`config.mk`:
```
export PLATFORM = sky130hd
export DESIGN_NAME = sram_ctrl
export DESIGN_NICKNAME = d
export VERILOG_FILES = /design/src/rtl/sram_pkg.sv /design/src/rtl/sram_wait_cnt.sv /design/src/rtl/sram_ctrl.sv
export SDC_FILE = /design/constraint.sdc
export NUM_CORES = 1
export LEC_CHECK = 0
export CAP_MARGIN = 30
export CELL_PAD_IN_SITES_DETAIL_PLACEMENT = 0
export CELL_PAD_IN_SITES_GLOBAL_PLACEMENT = 1
export CORE_AREA = 2 2 118 120
export CTS_CLUSTER_DIAMETER = 200
export CTS_CLUSTER_SIZE = 10
export DETAILED_ROUTE_END_ITERATION = 8
export DIE_AREA = 0 0 120 122
export HOLD_SLACK_MARGIN = 0.03
export PLACE_DENSITY_LB_ADDON = 0.1
export SYNTH_ARGS = -nofsm -noshare
export SYNTH_HDL_FRONTEND = slang
export SYNTH_HIERARCHICAL = 1
export SYNTH_SLANG_ARGS = --single-unit
```
`constraint.sdc`:
```
create_clock -name i_clk -period 4 [get_ports i_clk]
set_input_delay 0.6 -clock i_clk [delete_from_list [all_inputs] [get_ports i_clk]]
set_output_delay 0.6 -clock i_clk [all_outputs]
set_load 0.01 [all_outputs]
```
`src/rtl/sram_pkg.sv`:
```
// Shared types and constants for the 16-bit asynchronous SRAM controller.
// Pin bundle struct lets the controller compute and register all pins as one word.
package sram_pkg;

  localparam int SRAM_AW = 18;
  localparam int SRAM_DW = 16;

  typedef enum logic [1:0] {
    IDLE = 2'd0,
    LO   = 2'd1,
    HI   = 2'd2,
    DONE = 2'd3
  } sram_state_e;

  typedef struct packed {
    logic               ce_n;
    logic               we_n;
    logic               oe_n;
    logic               lb_n;
    logic               ub_n;
    logic               dq_oe;
    logic [SRAM_AW-1:0] addr;
    logic [SRAM_DW-1:0] dq;
  } sram_pins_t;

  localparam sram_pins_t PINS_RESET = '{
    ce_n:  1'b1,
    we_n:  1'b1,
    oe_n:  1'b1,
    lb_n:  1'b1,
    ub_n:  1'b1,
    dq_oe: 1'b0,
    addr:  {SRAM_AW{1'b0}},
    dq:    {SRAM_DW{1'b0}}
  };

endpackage

```
`src/rtl/sram_wait_cnt.sv`:
```
// Phase wait counter: loads WAIT_CYCLES-1 on phase entry, counts down,
// and flags the final cycle of the phase when it reaches zero.
module sram_wait_cnt #(
  parameter int WAIT_CYCLES = 1
) (
  input  logic clk_i,
  input  logic rst_ni,
  input  logic load_i,
  input  logic dec_i,
  output logic last_o
);

  localparam logic [2:0] LOAD_VAL = 3'(WAIT_CYCLES - 1);

  logic [2:0] cnt_q, cnt_d;

  // Next count: reload wins over decrement, saturate at zero
  always_comb begin
    cnt_d = cnt_q;
    if (load_i) begin
      cnt_d = LOAD_VAL;
    end else if (dec_i && (cnt_q != 3'd0)) begin
      cnt_d = cnt_q - 3'd1;
    end else begin
      cnt_d = cnt_q;
    end
  end

  // Count register
  always_ff @(posedge clk_i or negedge rst_ni) begin
    if (!rst_ni) begin
      cnt_q <= 3'd0;
    end else begin
      cnt_q <= cnt_d;
    end
  end

  assign last_o = (cnt_q == 3'd0);

endmodule

```
`src/rtl/sram_ctrl.sv`:
```
// MEM-stage controller mapping 32-bit loads/stores onto a 16-bit SRAM as
// two halfword phases (LO then HI); all SRAM pins and o_rdata are registered.
module sram_ctrl
  import sram_pkg::*;
#(
  parameter int WAIT_CYCLES = 1
) (
  input  logic               i_clk,
  input  logic               i_rst_n,
  input  logic               i_req,
  input  logic               i_wren,
  input  logic [31:0]        i_addr,
  input  logic [31:0]        i_wdata,
  input  logic [3:0]         i_bmask,
  output logic [31:0]        o_rdata,
  output logic               o_sram_stall,
  output logic [SRAM_AW-1:0] o_SRAM_ADDR,
  output logic [SRAM_DW-1:0] o_SRAM_DQ,
  input  logic [SRAM_DW-1:0] i_SRAM_DQ,
  output logic               o_SRAM_DQ_OE,
  output logic               o_SRAM_CE_N,
  output logic               o_SRAM_WE_N,
  output logic               o_SRAM_OE_N,
  output logic               o_SRAM_LB_N,
  output logic               o_SRAM_UB_N
);

  sram_state_e state_q, state_d;
  logic        wren_q, wren_d;
  logic [16:0] addr_q, addr_d;
  logic [31:0] wdata_q, wdata_d;
  logic [3:0]  bmask_q, bmask_d;
  logic [31:0] rdata_q, rdata_d;
  sram_pins_t  pins_q, pins_d;

  logic        cur_wren;
  logic [16:0] cur_addr;
  logic [31:0] cur_wdata;
  logic [3:0]  cur_bmask;
  logic        phase_hi;
  logic        wc_load, wc_dec, wc_last;
  logic        addr_unused;

  assign addr_unused = ^{i_addr[31:19], i_addr[1:0]};

  sram_wait_cnt #(
    .WAIT_CYCLES (WAIT_CYCLES)
  ) u_wait_cnt (
    .clk_i  (i_clk),
    .rst_ni (i_rst_n),
    .load_i (wc_load),
    .dec_i  (wc_dec),
    .last_o (wc_last)
  );

  // Next-state, request latch and load data capture
  always_comb begin
    state_d   = state_q;
    wren_d    = wren_q;
    addr_d    = addr_q;
    wdata_d   = wdata_q;
    bmask_d   = bmask_q;
    rdata_d   = rdata_q;
    // In IDLE the request is not latched yet, so pins must see the live inputs
    cur_wren  = wren_q;
    cur_addr  = addr_q;
    cur_wdata = wdata_q;
    cur_bmask = bmask_q;
    case (state_q)
      IDLE: begin
        if (i_req) begin
          wren_d    = i_wren;
          addr_d    = i_addr[18:2];
          wdata_d   = i_wdata;
          bmask_d   = i_bmask;
          cur_wren  = i_wren;
          cur_addr  = i_addr[18:2];
          cur_wdata = i_wdata;
          cur_bmask = i_bmask;
          if (!i_wren) begin
            state_d = LO;
          end else if (i_bmask == 4'b0000) begin
            state_d = DONE;
          end else if (i_bmask[1:0] == 2'b00) begin
            state_d = HI;
          end else begin
            state_d = LO;
          end
        end else begin
          state_d = IDLE;
        end
      end
      LO: begin
        if (wc_last) begin
          if (!wren_q) begin
            rdata_d[15:0] = i_SRAM_DQ;
          end else begin
            rdata_d = rdata_q;
          end
          if (!wren_q || (bmask_q[3:2] != 2'b00)) begin
            state_d = HI;
          end else begin
            state_d = DONE;
          end
        end else begin
          state_d = LO;
        end
      end
      HI: begin
        if (wc_last) begin
          if (!wren_q) begin
            rdata_d[31:16] = i_SRAM_DQ;
          end else begin
            rdata_d = rdata_q;
          end
          state_d = DONE;
        end else begin
          state_d = HI;
        end
      end
      DONE: begin
        state_d = IDLE;
      end
      default: begin
        state_d = IDLE;
      end
    endcase
  end

  // Pin values for the state being entered, so registered pins line up with it
  always_comb begin
    pins_d       = pins_q;
    pins_d.ce_n  = 1'b1;
    pins_d.we_n  = 1'b1;
    pins_d.oe_n  = 1'b1;
    pins_d.lb_n  = 1'b1;
    pins_d.ub_n  = 1'b1;
    pins_d.dq_oe = 1'b0;
    phase_hi     = (state_d == HI);
    if ((state_d == LO) || (state_d == HI)) begin
      pins_d.ce_n = 1'b0;
      pins_d.addr = {cur_addr, phase_hi};
      if (cur_wren) begin
        pins_d.we_n  = 1'b0;
        pins_d.dq_oe = 1'b1;
        pins_d.dq    = phase_hi ? cur_wdata[31:16] : cur_wdata[15:0];
        pins_d.lb_n  = phase_hi ? ~cur_bmask[2] : ~cur_bmask[0];
        pins_d.ub_n  = phase_hi ? ~cur_bmask[3] : ~cur_bmask[1];
      end else begin
        pins_d.oe_n = 1'b0;
        pins_d.lb_n = 1'b0;
        pins_d.ub_n = 1'b0;
      end
    end else begin
      pins_d.ce_n = 1'b1;
    end
  end

  assign wc_load = ((state_d == LO) || (state_d == HI)) && (state_d != state_q);
  assign wc_dec  = (state_q == LO) || (state_q == HI);

  // State, request latch, read data and pin registers
  always_ff @(posedge i_clk or negedge i_rst_n) begin
    if (!i_rst_n) begin
      state_q <= IDLE;
      wren_q  <= 1'b0;
      addr_q  <= 17'd0;
      wdata_q <= 32'd0;
      bmask_q <= 4'd0;
      rdata_q <= 32'd0;
      pins_q  <= PINS_RESET;
    end else begin
      state_q <= state_d;
      wren_q  <= wren_d;
      addr_q  <= addr_d;
      wdata_q <= wdata_d;
      bmask_q <= bmask_d;
      rdata_q <= rdata_d;
      pins_q  <= pins_d;
    end
  end

  assign o_sram_stall = ((state_q == IDLE) && i_req) || (state_q == LO) || (state_q == HI);
  assign o_rdata      = rdata_q;
  assign o_SRAM_ADDR  = pins_q.addr;
  assign o_SRAM_DQ    = pins_q.dq;
  assign o_SRAM_DQ_OE = pins_q.dq_oe;
  assign o_SRAM_CE_N  = pins_q.ce_n;
  assign o_SRAM_WE_N  = pins_q.we_n;
  assign o_SRAM_OE_N  = pins_q.oe_n;
  assign o_SRAM_LB_N  = pins_q.lb_n;
  assign o_SRAM_UB_N  = pins_q.ub_n;

endmodule

```
[Yosys cells after proc, flatten, opt, wreduce, memory -nomap -nowiden]
Cells that the tools add are included.
Widths: inputs -> output; s select.
Storage, ports and cells
  flip-flop bits (word level): 131
  bits of input ports: 88
  output and inout port bits: 73
  word-level logic and storage cells: 80
Operators by class
  $add $sub $neg: 1
  equality and inequality tests: 6
  muxes and demuxes: 31
  bitwise operators: 7
  reductions and logical operators: 19
Operators by type and width (number)
  $mux 32: 3
  $mux 16: 4
  $pmux 32 s2: 1
  $mux 39: 1
  $mux 17: 2
  $mux 2: 6
  $mux 1: 9
  $mux 4: 2
  $pmux 2 s4: 1
  $reduce_and 4->1: 2
  $not 1->1: 7
  $eq 2x2->1 const B: 3
  $mux 3: 2
  $logic_or 1x1->1: 5
  $eq 2x1->1 const B: 2
  $logic_not 2->1: 2
  $logic_not 4->1: 1
  $reduce_bool 2->1: 2
  $logic_and 1x1->1: 3
  $logic_not 3->1: 1
  $reduce_bool 3->1: 1
  $sub 3x1->3 const B: 1
  $ne 2x2->1: 1
  $reduce_and 2->1: 1
  $logic_not 1->1: 1

[Logic depth before layout (Yosys ltp)]
  depth in word-level cells: 10
  depth in mapped cells: 11
  depth with buffers taken out: 10

[By module]
Netlist, hierarchy kept.
Modules (own cells, without submodules)
  sram_ctrl: times used 1, cells an instance 342, area each 5136.2 sq um, sequential area each 3209.3 sq um
  sram_wait_cnt: times used 1, cells an instance 19, area each 201.4 sq um, sequential area each 75.1 sq um

[Worst setup path before layout]
Ideal clock, no wire load.
  kind: register to register
  start: reg u_wait_cnt.cnt_q[0]
  end: reg u_wait_cnt.cnt_q[1]
  setup time: 125 ps
  data arrival time: 2287 ps
  required time: 3875 ps
  path slack: 1588 ps
  cell stages (with the launch flop): 11
  buffers on the path: 0
  clock period less this slack: 2412 ps
  cells stage by stage: dfrtp_1 > inv_1 > ha_1 > nor2b_4 > mux2_4 > or3_4 > nand2_4 > o21ai_0 > o22ai_1 > nor2_1 > mux2_4
On the way
  longest elaborated chain between the ends: 7
  elaborated cells between the ends (all ways): 15
  those cells by class: add/sub: 1; eq/ne: 3; mux: 5; reduce/logical: 6
RTL lines
  start, declared: line sram_wait_cnt.sv:15  | logic [2:0] cnt_q, cnt_d;
  start signal, assigned: line sram_wait_cnt.sv:34  | cnt_q <= cnt_d;
  $logic_not 3->1 (*): line sram_wait_cnt.sv:38  | assign last_o = (cnt_q == 3'd0);
  net wc_last: line sram_ctrl.sv:41  | logic wc_load, wc_dec, wc_last;
  $mux 1 or $mux 2 (tied branches): line sram_ctrl.sv:110, sram_ctrl.sv:94
  $pmux 2 s4 (*): line sram_ctrl.sv:69  | case (state_q)
  $eq 2x1->1 or $eq 2x2->1 (tied branches): line sram_ctrl.sv:159  | assign wc_load = ((state_d == LO) || (state_d == HI)) && (state_d != state_q);
  $logic_or 1x1->1: line sram_ctrl.sv:159
  $logic_and 1x1->1 (*): line sram_ctrl.sv:159
  net wc_load: line sram_ctrl.sv:41
  $mux 3 or $reduce_bool 2->1 (tied branches)
Mark *: on every way through the listed nets, which the timed path passes. The rest lies on a longest branch. The select of a mux whose other input is x is not followed.
A chain may end at the register's enable or synchronous reset.

[Worst setup path after layout]
  start: reg u_wait_cnt.cnt_q[0]
  end: reg pins_q, in the netlist o_SRAM_ADDR[6]
On the way
  longest elaborated chain between the ends: 5
  elaborated cells between the ends (all ways): 7
  those cells by class: eq/ne: 2; mux: 3; reduce/logical: 2
RTL lines
  $logic_not 3->1 (*): line sram_wait_cnt.sv:38
  net wc_last: line sram_ctrl.sv:41
  $mux 1 or $mux 2 (tied branches): line sram_ctrl.sv:110, sram_ctrl.sv:94
  $pmux 2 s4 (*): line sram_ctrl.sv:69
  $eq 2x1->1 or $eq 2x2->1 (tied branches): line sram_ctrl.sv:140  | if ((state_d == LO) || (state_d == HI)) begin
  $logic_or 1x1->1 (*): line sram_ctrl.sv:140
  end signal, assigned: line sram_ctrl.sv:179  | pins_q <= pins_d;
  end, declared: line sram_ctrl.sv:34  | sram_pins_t pins_q, pins_d;
Mark *: on every way through the listed nets, which the timed path passes. The rest lies on a longest branch.

==> reports/metrics.yaml <==
status:
  outcome: "finished clean"
drt:
  viasPerCell: 4.93
  drt-pass1-iter-count: 4
  ant_nets: 0
  initialDrtViolationCount: 200
  wire_per_inst_um: 16.8
  dr_total_vias: 3482
  drc: 0
  wl_um: 11800
power:
  peakVddDrop_mv: 0.358
  power_density_nw_per_um2: 927
  p_leak_nw: 3.21
  power_mw: 7.09
global_routing:
  grt_max_degree: 68
  grt_pass1_vias: 3753
  grt.overflow.total: 0
  antenna_found_initial: 0
  grt_pass1_wl_um: 19100
  grt_util_all_layers_pct: 17.3
setup_path:
  required_ps: 4290
  reg2reg_depth: 9
  cp-start-kind: "flop"
  endpoint_kind: "flop"
  crit_fanout: 20
  arrival_ps: 3290
  crit_type: "reg2reg"
clock_network:
  htreeDepth: 4
  cts_resized: 0
  postCtsSetupBuffers: 0
  cts_tree: "done"
  numCtsBuffers: 17
  clock-root-buffer: "clkbuf_16"
  insertion_delay_ps: 410
  cts.clk_slew.worst_paths_ps: 60
  cts_sinks: 131
  cts_hold_buf: 0
  cts_buffer_depth: 2
layout:
  n_antenna_cell: 0
  final_common_cell: "clkdlybuf4s50_1"
  final_area_um2: 7640
  drive_gt1_share_pct: 28.7
  synthToLayoutAreaGrowth_pct: 43.2
  final-seq-area_um2: 3280
  fillers: 1126
  nets: 607
  layout_common_cells: "clkdlybuf4s50_1 (144), dfrtp_1 (126), mux2_2 (85)"
  multiInputGateArea_um2: 1960
placement:
  portBuffers: 145
  place.gp.congestion: 0.704
  post-dp-hpwl_um: 7930
  dpl_cell_area_um2: 7020
synthesis:
  yosysTopAreaCell: "dfrtp_1"
  ys_types: 37
  synth_area_leaders: "dfrtp_1 (59%), mux2_2 (18%), o22ai_1 (3.9%), mux2_1 (3.6%), dfstp_2 (2.5%)"
  synth_area_um2: 5340
  ys_warn_count: 6
  syn_nets: 455
  ys_seq_area_share_pct: 61.5
  yosysTopAreaCellShare_pct: 59.1
  synthCells: 361
  syn-mean-instance-area_um2: 14.8
  ys_ff_latch: 131
floorplan:
  die_h_um: 122
  die_area_um2: 14600
  rows: 43
  ioPinCount: 161
  coreArea_um2: 13500
  die_w_um: 120
  start_util_pct: 39.5
timing:
  rsz0062_at_grt: "false"
  worst_slew_pin_slew_ps: 918
  final_max_slew_viol_count: 0
  fmax_ghz: 0.333
  fin_crit_sh_pct: 75.1
  fin_crit_ps: 3000
  final-hold-violation-count: 0
  max-slew-margin-rel_pct: 38.6
  tns_ps: 0
  fin_skew_ps: 6.62
  setup_viol: 0
worst_hold_path:
  hold_path.class: "in2async"
flow_run:
  cap_violations: 0
## layer usage
| layer | vias up | global-route usage, % | part of all wire (%) |
|---|---|---|---|
| met5 | - | 0 | 0 |
| met3 | 15 | 7.16 | 7.9 |
| met1 | 1739 | 20.6 | 43 |
| met4 | 0 | 7.28 | 1.4 |
| met2 | 107 | 27.7 | 48 |
| li1 | 1621 | - | - |
## synth_stat cells
| master | number |
|---|---|
| mux2i_1 | 1 |
| buf_2 | 4 |
| o22a_1 | 2 |
| mux2_1 | 17 |
| inv_1 | 4 |
| a21oi_1 | 19 |
| inv_2 | 4 |
| nand2_2 | 1 |
| and4bb_1 | 1 |
| nor4bb_1 | 2 |
| a22o_1 | 1 |
| mux2_2 | 85 |
| buf_6 | 2 |
| clkbuf_1 | 9 |
| mux2_4 | 3 |
| o211ai_2 | 1 |
| xnor2_4 | 1 |
| mux2i_4 | 1 |
| or2_1 | 1 |
| nor3_1 | 1 |
| a31oi_4 | 1 |
| buf_1 | 2 |
| dfstp_2 | 5 |
| dfrtp_1 | 126 |
| and4bb_4 | 1 |
| nor2_1 | 9 |
| a21oi_4 | 1 |
| a22oi_4 | 1 |
| nand3_2 | 1 |
| o22ai_1 | 33 |
| ha_1 | 6 |
| nor2b_4 | 2 |
| o21ai_0 | 6 |
| nand2_1 | 4 |
| or3_4 | 1 |
| nand2_4 | 1 |
| inv_4 | 1 |
## through the flow
step	utilization (%)	setup slack, ps	cells	hold WS (ps)
after global placement	51.8	994	672	469
final	56.6	997	706	266
after global routing	56.6	824	706	336
after detailed placement	52.0	963	674	476
after floorplan	-	1590	361	304
after CTS	56.6	939	706	302
## sequential cells by signal, indices dropped and copies added (netlist names), 2 cells and up
register	cells
o_rdata	32
wdata_q	32
u_wait_cnt/cnt_q	3
o_SRAM_DQ	16
state_q	2
o_SRAM_ADDR	18
addr_q	17
bmask_q	4
## final cells by class
type	instances	share of cell area, %
well taps	180	2.95
clock inverters	14	2.42
multi-input cells	204	25.7
repair buffers	150	19.8
clock buffers	18	5.75
flip-flops and latches	131	43.0
inverters	9	0.475
## logic make-up after synthesis
group | after synthesis | share of synthesized area [%]
buffers and inverters | 26 | 2.25
muxes | 107 | 23.0
xor gates and xnor gates | 1 | 0.516
adders and majority gates | 6 | 1.41
DFF | 131 | 61.5
and+or+nand+nor | 25 | 3.28
AOI/OAI and AO/OA | 65 | 8.04
## worst max-delay path: stages, from the launching register on
cell and delay [ps]:
dfrtp_1 380, inv_1 100, ha_1 180, nor2b_4 240
mux2_4 330, or3_4 370, nand2_4 140, inv_4 130
xnor2_4 620, mux2_1 390
## worst paths after layout
path | startpoint | to | slack, ps
min | i_rst_n | o_SRAM_ADDR[3]$_DFFE_PN0N_ | 270
min reg2reg | o_SRAM_ADDR[3]$_DFFE_PN0N_ | o_SRAM_ADDR[3]$_DFFE_PN0N_ | 480
min in group i_clk | o_SRAM_ADDR[3]$_DFFE_PN0N_ | o_SRAM_ADDR[3]$_DFFE_PN0N_ | 480
max in group asynchronous | i_rst_n | o_SRAM_CE_N$_DFF_PN1_ | 2830
max | u_wait_cnt/cnt_q[0]$_DFFE_PN0P_ | o_SRAM_ADDR[6]$_DFFE_PN0N_ | 1000
max reg2reg | u_wait_cnt/cnt_q[0]$_DFFE_PN0P_ | o_SRAM_ADDR[6]$_DFFE_PN0N_ | 1000
## power by group
group	total [mW]	switching (mW)	internal, mW
sequential	2.32	0.284	2.03
combinational	3.15	1.43	1.72
clock	1.63	0.574	1.05
total	7.09	2.28	4.81
No activity file was read; power rests on OpenSTA's default activity.
